**config.mk**
```make
export PLATFORM = sky130hd
export DESIGN_NAME = uart_rx_sniffer
export DESIGN_NICKNAME = d
export VERILOG_FILES = /design/src/rtl/uart_rx_sniffer.sv
export SDC_FILE = /design/constraint.sdc
export NUM_CORES = 1
export LEC_CHECK = 0
export CORE_ASPECT_RATIO = 1.4
export CORE_MARGIN = 5
export CORE_UTILIZATION = 29
export DETAILED_ROUTE_END_ITERATION = 8
export PLACE_DENSITY = 0.46
export REMOVE_ABC_BUFFERS = 1
export SLEW_MARGIN = 20
export SYNTH_ARGS = -nofsm -noshare
export SYNTH_HDL_FRONTEND = slang
export SYNTH_SLANG_ARGS = --single-unit
```
**constraint.sdc**
```tcl
create_clock -name clk -period 5.08 [get_ports clk]
set_clock_uncertainty 0.05 [all_clocks]
set_input_delay 1.016 -clock clk [delete_from_list [all_inputs] [get_ports clk]]
set_output_delay 1.016 -clock clk [all_outputs]
set_load 0.01 [all_outputs]
```
**src/rtl/uart_rx_sniffer.sv**
```systemverilog
// uart_rx_sniffer: 8N1 UART receiver with runtime bit period, feeding a show-ahead FIFO
// drained by a valid/ready consumer.
module uart_rx_sniffer #(
    parameter int DIV_W      = 16,
    parameter int FIFO_DEPTH = 8
) (
    input  logic                        clk,
    input  logic                        rst_n,
    input  logic                        en_i,
    input  logic [DIV_W-1:0]            div_i,
    input  logic                        rxd_i,
    output logic [7:0]                  data_o,
    output logic                        valid_o,
    input  logic                        ready_i,
    output logic [$clog2(FIFO_DEPTH):0] count_o,
    output logic                        frame_err_o,
    output logic                        overflow_o,
    output logic                        busy_o
);
    localparam int AW = $clog2(FIFO_DEPTH);
    localparam logic [1:0] IDLE = 2'd0, START = 2'd1, DATA = 2'd2, STOP = 2'd3;

    logic [1:0]       state;
    logic             s1, rxs, prev;
    logic [DIV_W-1:0] cnt, d_lat, d;
    logic [2:0]       idx;
    logic [7:0]       sh;
    logic [7:0]       mem [FIFO_DEPTH];
    logic [AW-1:0]    wp, rp;
    logic             tick, fall, push, pop, full, wr;

    always_comb begin
        d    = (div_i < DIV_W'(3)) ? DIV_W'(3) : div_i;
        tick = cnt == '0;
        fall = prev & ~rxs;
        push = en_i && state == STOP && tick && rxs;
        pop  = valid_o & ready_i;
        full = count_o == (AW+1)'(FIFO_DEPTH);
        wr   = push & (~full | pop);
    end

    assign valid_o = count_o != '0;
    assign busy_o  = state != IDLE;
    assign data_o  = valid_o ? mem[rp] : 8'd0;

    always_ff @(posedge clk or negedge rst_n) begin
        if (!rst_n) begin
            {s1, rxs, prev} <= 3'b111;
            state           <= IDLE;
            cnt             <= '0;
            d_lat           <= '0;
            idx             <= '0;
            sh              <= '0;
            frame_err_o     <= 1'b0;
        end else begin
            s1          <= rxd_i;
            rxs         <= s1;
            prev        <= rxs;
            frame_err_o <= en_i && state == STOP && tick && !rxs;
            // Reload on every sample; the IDLE branch overrides with the half-bit start delay
            cnt         <= tick ? d_lat : cnt - DIV_W'(1);
            if (!en_i) state <= IDLE;
            else begin
                case (state)
                    IDLE: if (fall) begin
                        state <= START;
                        cnt   <= d >> 1;
                        d_lat <= d;
                    end
                    START: if (tick) begin
                        state <= rxs ? IDLE : DATA;
                        idx   <= '0;
                    end
                    DATA: if (tick) begin
                        sh  <= {rxs, sh[7:1]};
                        idx <= idx + 3'd1;
                        if (idx == 3'd7) state <= STOP;
                    end
                    default: if (tick) state <= IDLE;
                endcase
            end
        end
    end

    always_ff @(posedge clk) if (wr) mem[wp] <= sh;

    always_ff @(posedge clk or negedge rst_n) begin
        if (!rst_n) begin
            wp         <= '0;
            rp         <= '0;
            count_o    <= '0;
            overflow_o <= 1'b0;
        end else begin
            overflow_o <= push & full & ~pop;
            wp         <= wp + AW'(wr);
            rp         <= rp + AW'(pop);
            count_o    <= count_o + (AW+1)'(wr) - (AW+1)'(pop);
        end
    end
endmodule

```
==> key figures, run 1 <==
Outcome
  • Run status: finished clean

Critical path
  • Worst-case reg-to-reg path depth: 9
  • Setup Crit Path Kind: reg -> out
  • CP Max Fanout: 17
  • Worst setup EP type: output pin
  • Critical R2R Capture: count_o[2]
  • WP data required: 4.01 ns
  • Critical Path AT: 2.38 ns
  • Startpoint types: register
  • Reg2Reg Setup Slack: 2.00 ns
  • Crit Reg-Reg Startpoint: cnt[0]

Die
  • Core Rows: 59
  • DIE HEIGHT: around 170 um
  • DIE AREA: 21,500 um^2
  • Die width: 125 um
  • Initial Util: between 20% and 30%
  • CORE AREA: 18,500 um^2
  • Io pins: 37

Detailed routing
  • Via count: around 3,300
  • Drt initial violations: 114
  • DRC viols: 0
  • WL/cell: 15.9 um
  • Antenna viol nets, final: 0
  • DRT Pass-1 Iters: 4
  • Final wirelength: 11,200 um
  • Avg Vias per Cell: 4.67

Clock network
  • Clock slew at reported path FFs: 0.05 ns
  • Setup Buffers After CTS: 0
  • Worst-skew pair later-pin latency: 0.42 ns
  • Hold_buf cts: 0
  • Clk buf depth: 2
  • TritonCTS buffer count: 17
  • CTS tree: yes
  • H-tree Lvls: 4
  • PostCTS Resize Cnt: 0
  • Clk sinks: 124
  • Clock Tree Root: clkbuf_16

Yosys
  • Leading area contributor after synthesis: edfxtp_1
  • Post-synth top area share: 35.6%
  • Top-count cell post-synth: edfxtp_1
  • Post-synth EDFFs: 64
  • Main flop type after synthesis: edfxtp_1
  • Synth cell types: about 50
  • Synthesis-stage register bit count: 124
  • Post-synthesis cell area: 5400 um^2
  • Average size of a mapped cell: 13.5 um^2
  • Synth cell count leaders: 64 x edfxtp_1, 60 x nand2_1, 57 x dfrtp_1
  • Area contributors post-synth: edfxtp_1 36%, dfrtp_1 26%, mux4_2 6.7%, nand2_1 4.2%, ha_1 3.0%
  • Cells after Synth: 399
  • Async SR Flop Fraction: 48.4%
  • Ys Warns: 0
  • Sequential-to-total area share from yosys stat: 63.4%

Layout
  • # nets final: 479
  • Register area: 3430 um^2
  • Area of the multi-input gates: 1880 um^2
  • Fillers: 1,829
  • Share of cells above drive strength 1: 16.0%
  • Fin cells: 701
  • Syn-to-layout area delta: 23.2%
  • Antenna cells: 0

STA
  • Slew @ Worst Pin: between 0.9 and 1 ns
  • Final setup fails: 0
  • Fin. Hold Viols: 0
  • Unrepaired setup endpoints after global routing: false
  • Clock period minus worst slack: 3.45 ns
  • Setup Total Neg Slack: 0 ns
  • F_max: 290 MHz
  • Final Max Tran Viols: 0
  • Period utilization: 67.9%
  • Relative slew slack: 38.4%

Job
  • Max cap viols: 0

Global routing
  • Tot GR Track Use: 11.3%
  • Met1 Use GR: 12.5%
  • Met2 usage: approximately a fifth
  • Global-route wire length before repair: 18,600 um
  • Antenna violations before repair: 0
  • Largest net degree at the start of global routing: 36
  • GRT Residual Overflow: 0
  • GR Layer Usage met3: 3.63%
  • GR peak layer: met2
  • Vias in the first global route: 3,535

Placement
  • Port Buffers: 36
  • Placed cells: roughly 670
  • DP Wirelength: 8030 um
  • GP Congestion: 0.772

Min path
  • WHS Endpoint: rxs
  • Worst Hold Class: reg -> reg
  • Hold path depth: 0
  • Min-delay src: s1

Pwr
  • IR drop worst, VDD: 0.204 mV
  • Pwr Density: 484 nW/um^2
  • Lkg Pwr: 2.53 nW
  • Total power: 0.00322 W
-- kinds of logic (layout without fill, tap and decap cells) --
kind of cell	after synthesis	after routing	share of synthesized area, %
DFF	124	124	63.4
adders and majority gates	14	14	3.38
xor gates and xnor gates	12	12	1.95
muxes	34	34	10.2
buffers and inverters	23	81	1.83
and+or+nand+nor	142	142	13.6
AOI/OAI and AO/OA	50	50	5.54
-- critical path, stage by stage (launching register included) --
cell	delay (ns)
dfrtp_1	0.83
mux4_2	0.43
mux2i_1	0.15
nor2_1	0.05
clkdlybuf4s50_1	0.49
-- state kept, by name, summed over array words and instances (netlist names) --
signal	flops
overflow_o	1
cnt	16
rp	3
mem	64
rxs	1
idx	3
sh	8
count_o	4
d_lat	16
wp	3
prev	1
s1	1
state	2
frame_err_o	1
-- stage by stage --
| stage | utilization, % | worst slack, ns | instance area, um^2 | hold slack (ns) |
|---|---|---|---|---|
| after floorplan | - | 2.34 | 5330 | 0.295 |
| after global placement | 32.7 | 1.63 | 6030 | 0.297 |
| after detailed placement | 32.7 | 1.57 | 6030 | 0.298 |
| after CTS | 36.1 | 1.55 | 6650 | 0.306 |
| after global routing | 36.1 | 1.45 | 6650 | 0.312 |
| final | 36.1 | 1.63 | 6650 | 0.307 |
-- per-layer routing --
metal | vias to the layer above | routed length, um
met2 | 57 | 5930
met1 | 1634 | 4660
li1 | 1566 | -
met5 | - | 0
met4 | 0 | 221
met3 | 17 | 365
-- cell type report --
type / count / area share [%]
Clock buffer: 18 / 6.45
Clock inverter: 14 / 2.91
Inverter: 8 / 0.451
Multi-Input combinational cell: 252 / 28.2
Sequential cell: 124 / 51.5
Tap cell: 244 / 4.59
Timing Repair Buffer: 41 / 5.90
-- worst max path at each step --
stage	start	endpoint	slack, ns
final	rp[1]	data_o[3]	1.63
after CTS	rp[1]	data_o[3]	1.55
after global routing	rp[0]	data_o[3]	1.45
after global placement	en_i	count_o[2]	1.63
after floorplan	cnt[0]	count_o[2]	2.34
after detailed placement	en_i	mem[4][2]	1.57
-- layout by cell type (no fill, tap or decap), types with 9 or more instances in the layout --
cell,n
dfrtp_1,57
clkbuf_16,17
mux2i_1,9
o21ai_0,25
a21oi_1,11
mux4_2,16
nand2_1,60
ha_1,13
clkdlybuf4s50_1,35
mux2_2,9
edfxtp_1,64
nor2_1,33
-- power breakdown --
part	internal (W)	switching [W]	leakage, nW
clock	0.000821	0.000442	0.291
combinational	0.000344	0.000295	0.934
sequential	0.00116	0.000160	1.30
total	0.00232	0.000896	2.53
No activity file was read; power rests on OpenSTA's default activity.
==> inputs of run 2 (changes only) <==
PLACE_DENSITY = 0.48   (was 0.46)
clock period = 3 ns   (was 5.08 ns; I/O delays follow)
==> run 2 against run 1 <==
Compared with the run above:
- via count rose by 2.6%
- final cell count grew 2.1%
- sequential power up 67%
- highest routed layer unchanged
- critical path depth is 1 higher
- core utilization increased by 0.57 points
- combinational power grew 89%
- power increased by 67%
- final area grew 1.6%
- worst setup slack got worse by 1.5 ns
==> key figures, run 2 (synthesis gave the netlist of run 1 again) <==
Placement
  • GP Congestion: 0.807
  • Area after DPL: 6160 um^2
  • DP Wirelength: 8000 um
  • Post-Place Setup Slack: 0.201 ns
  • Port Buffers: 36

Critical path
  • Worst-case reg-to-reg path depth: 9
  • Critical R2R Capture: count_o[2]
  • Slowest CP cell: mux4_2
  • CP Max Fanout: 8
  • Cell family with the largest share of critical-path delay: buffers and inverters
  • Worst setup EP type: output pin
  • Crit Reg-Reg Startpoint: cnt[0]
  • Setup Crit Path Kind: reg -> out
  • CP peak stage delay: 0.50 ns
  • CP bufs+invs: 2
  • Worst path cell trace: clkbuf_16, mux4_2, mux2i_1, nor2_1, clkdlybuf4s50_1
  • Critical Path AT: ~2.2 ns
  • WP data required: 2.35 ns
  • Startpoint types: register
  • Reg2Reg Setup Slack: 0.27 ns

STA
  • Final setup margin: around 0.11 ns
  • Fin. Hold Viols: 0
  • Period utilization: 96.4%
  • Hold_ws: 0.193 ns
  • F_max: 346 MHz
  • Setup Total Neg Slack: 0 ns
  • Relative slew slack: 49.7%
  • Slew @ Worst Pin: 0.755 ns
  • Final Max Tran Viols: 0
  • Final setup fails: 0
  • Clock period minus worst slack: 2.89 ns

Detailed routing
  • Drt initial violations: 104
  • Avg Vias per Cell: 4.69
  • DRC viols: 0
  • Via count: around 3,400
  • Final wirelength: 11,800 um
  • DRT Pass-1 Iters: 4
  • Antenna viol nets, final: 0
  • WL/cell: 16.5 um

Layout
  • Biggest register: mem
  • # nets final: 494
  • Commonest non-fill, non-tap cell in the layout: edfxtp_1
  • Post-route core utilization: 36.6%
  • Largest registers: mem: 64 flops, cnt: 16 flops, d_lat: 16 flops
  • Share of cells above drive strength 1: between 10% and 20%
  • Antenna cells: 0
  • Syn-to-layout area delta: 25.1%
  • Largest register FFs: 64
  • Most frequent cells in the layout: 64 x edfxtp_1, 60 x nand2_1, 56 x dfrtp_1
  • Design Area, Final: 6760 um^2

Die
  • CORE AREA: about 18,000 um^2
  • Io pins: 37
  • DIE AREA: 21,500 um^2
  • Die width: between 100 and 150 um
  • Core Rows: 59
  • Initial Util: 29.3%
  • DIE HEIGHT: 171 um

Clock network
  • H-tree Lvls: 4
  • Setup Buffers After CTS: 0
  • Clock slew at reported path FFs: 0.06 ns
  • Clk sinks: 124
  • Worst-skew pair later-pin latency: 0.42 ns
  • TritonCTS buffer count: 17
  • CTS tree: yes
  • Clk buf depth: 2
  • Hold_buf cts: 0
  • Clock Tree Root: clkbuf_16

Global routing
  • Met1 Use GR: between 10% and 20%
  • Largest net degree at the start of global routing: 32
  • Antenna violations before repair: 0
  • GR peak layer: met2
  • Met2 usage: 21.5%
  • Global-route wire length before repair: 19,400 um
  • GR Layer Usage met3: 2.86%
  • GRT Residual Overflow: 0
  • Vias in the first global route: 3,658
  • Tot GR Track Use: 11.8%

Min path
  • Worst Hold Class: in -> async

Pwr
  • IR drop worst, VDD: 0.333 mV
  • Lkg Pwr: 2.62 nW
  • Pwr Density: 797 nW/um^2

Outcome
  • Run status: finished clean

Job
  • Max cap viols: 0
==> run 2: cell types whose count changed in the layout (fill, tap and decap cells not counted), sizes merged <==
cell and delta:
buf +14, bufinv -4, clkdlybuf4s50 -1, clkinv -1
clkinvlp -2, dlymetal6s2s +1, inv +8
==> run 2: worst max path at each step <==
| stage | startpoint | to | depth (start not counted) |
|---|---|---|---|
| 2_1_floorplan | cnt[0] | count_o[2] | 9 |
| 3_3_place_gp | en_i | count_o[2] | 7 |
| 3_5_place_dp | en_i | count_o[2] | 7 |
| 4_1_cts | rp[0] | data_o[4] | 5 |
| 5_1_grt | rp[0] | data_o[3] | 5 |
| 6_report | rp[0] | data_o[7] | 5 |
==> run 2: layer usage <==
layer | vias up | wire length, um
li1 | 1593 | -
met1 | 1661 | 4670
met2 | 76 | 6360
met3 | 30 | 398
met4 | 0 | 394
met5 | - | 0
==> run 2: cell type report <==
cell class                      count  area (um^2)
Clock buffer                       17          425
Clock inverter                     15          144
Fill cell                        1850        11700
Inverter                            8         30.0
Multi-Input combinational cell    252         1880
Sequential cell                   124         3430
Tap cell                          244          305
Timing Repair Buffer               56          551
==> run 2: what timing repair did <==
item / CTS / global route
hold endpoints to repair: 0 / 0
endpoints found under the setup margin: 0 / 3
gates resized for setup: 0 / 2
==> run 2: through the flow <==
stage | total power [W] | std cells
4_1_cts | 0.00543 | 715
3_3_place_gp | 0.00342 | 683
2_1_floorplan | 0.00293 | 384
6_report | 0.00539 | 716
5_1_grt | 0.00568 | 716
3_5_place_dp | 0.00344 | 683
==> run 2: where the power goes <==
| group | leakage [nW] | internal (W) | switching (W) |
|---|---|---|---|
| logic | 1.04 | 0.000642 | 0.000569 |
| clock network | 0.277 | 0.00110 | 0.000866 |
| registers | 1.30 | 0.00196 | 0.000244 |
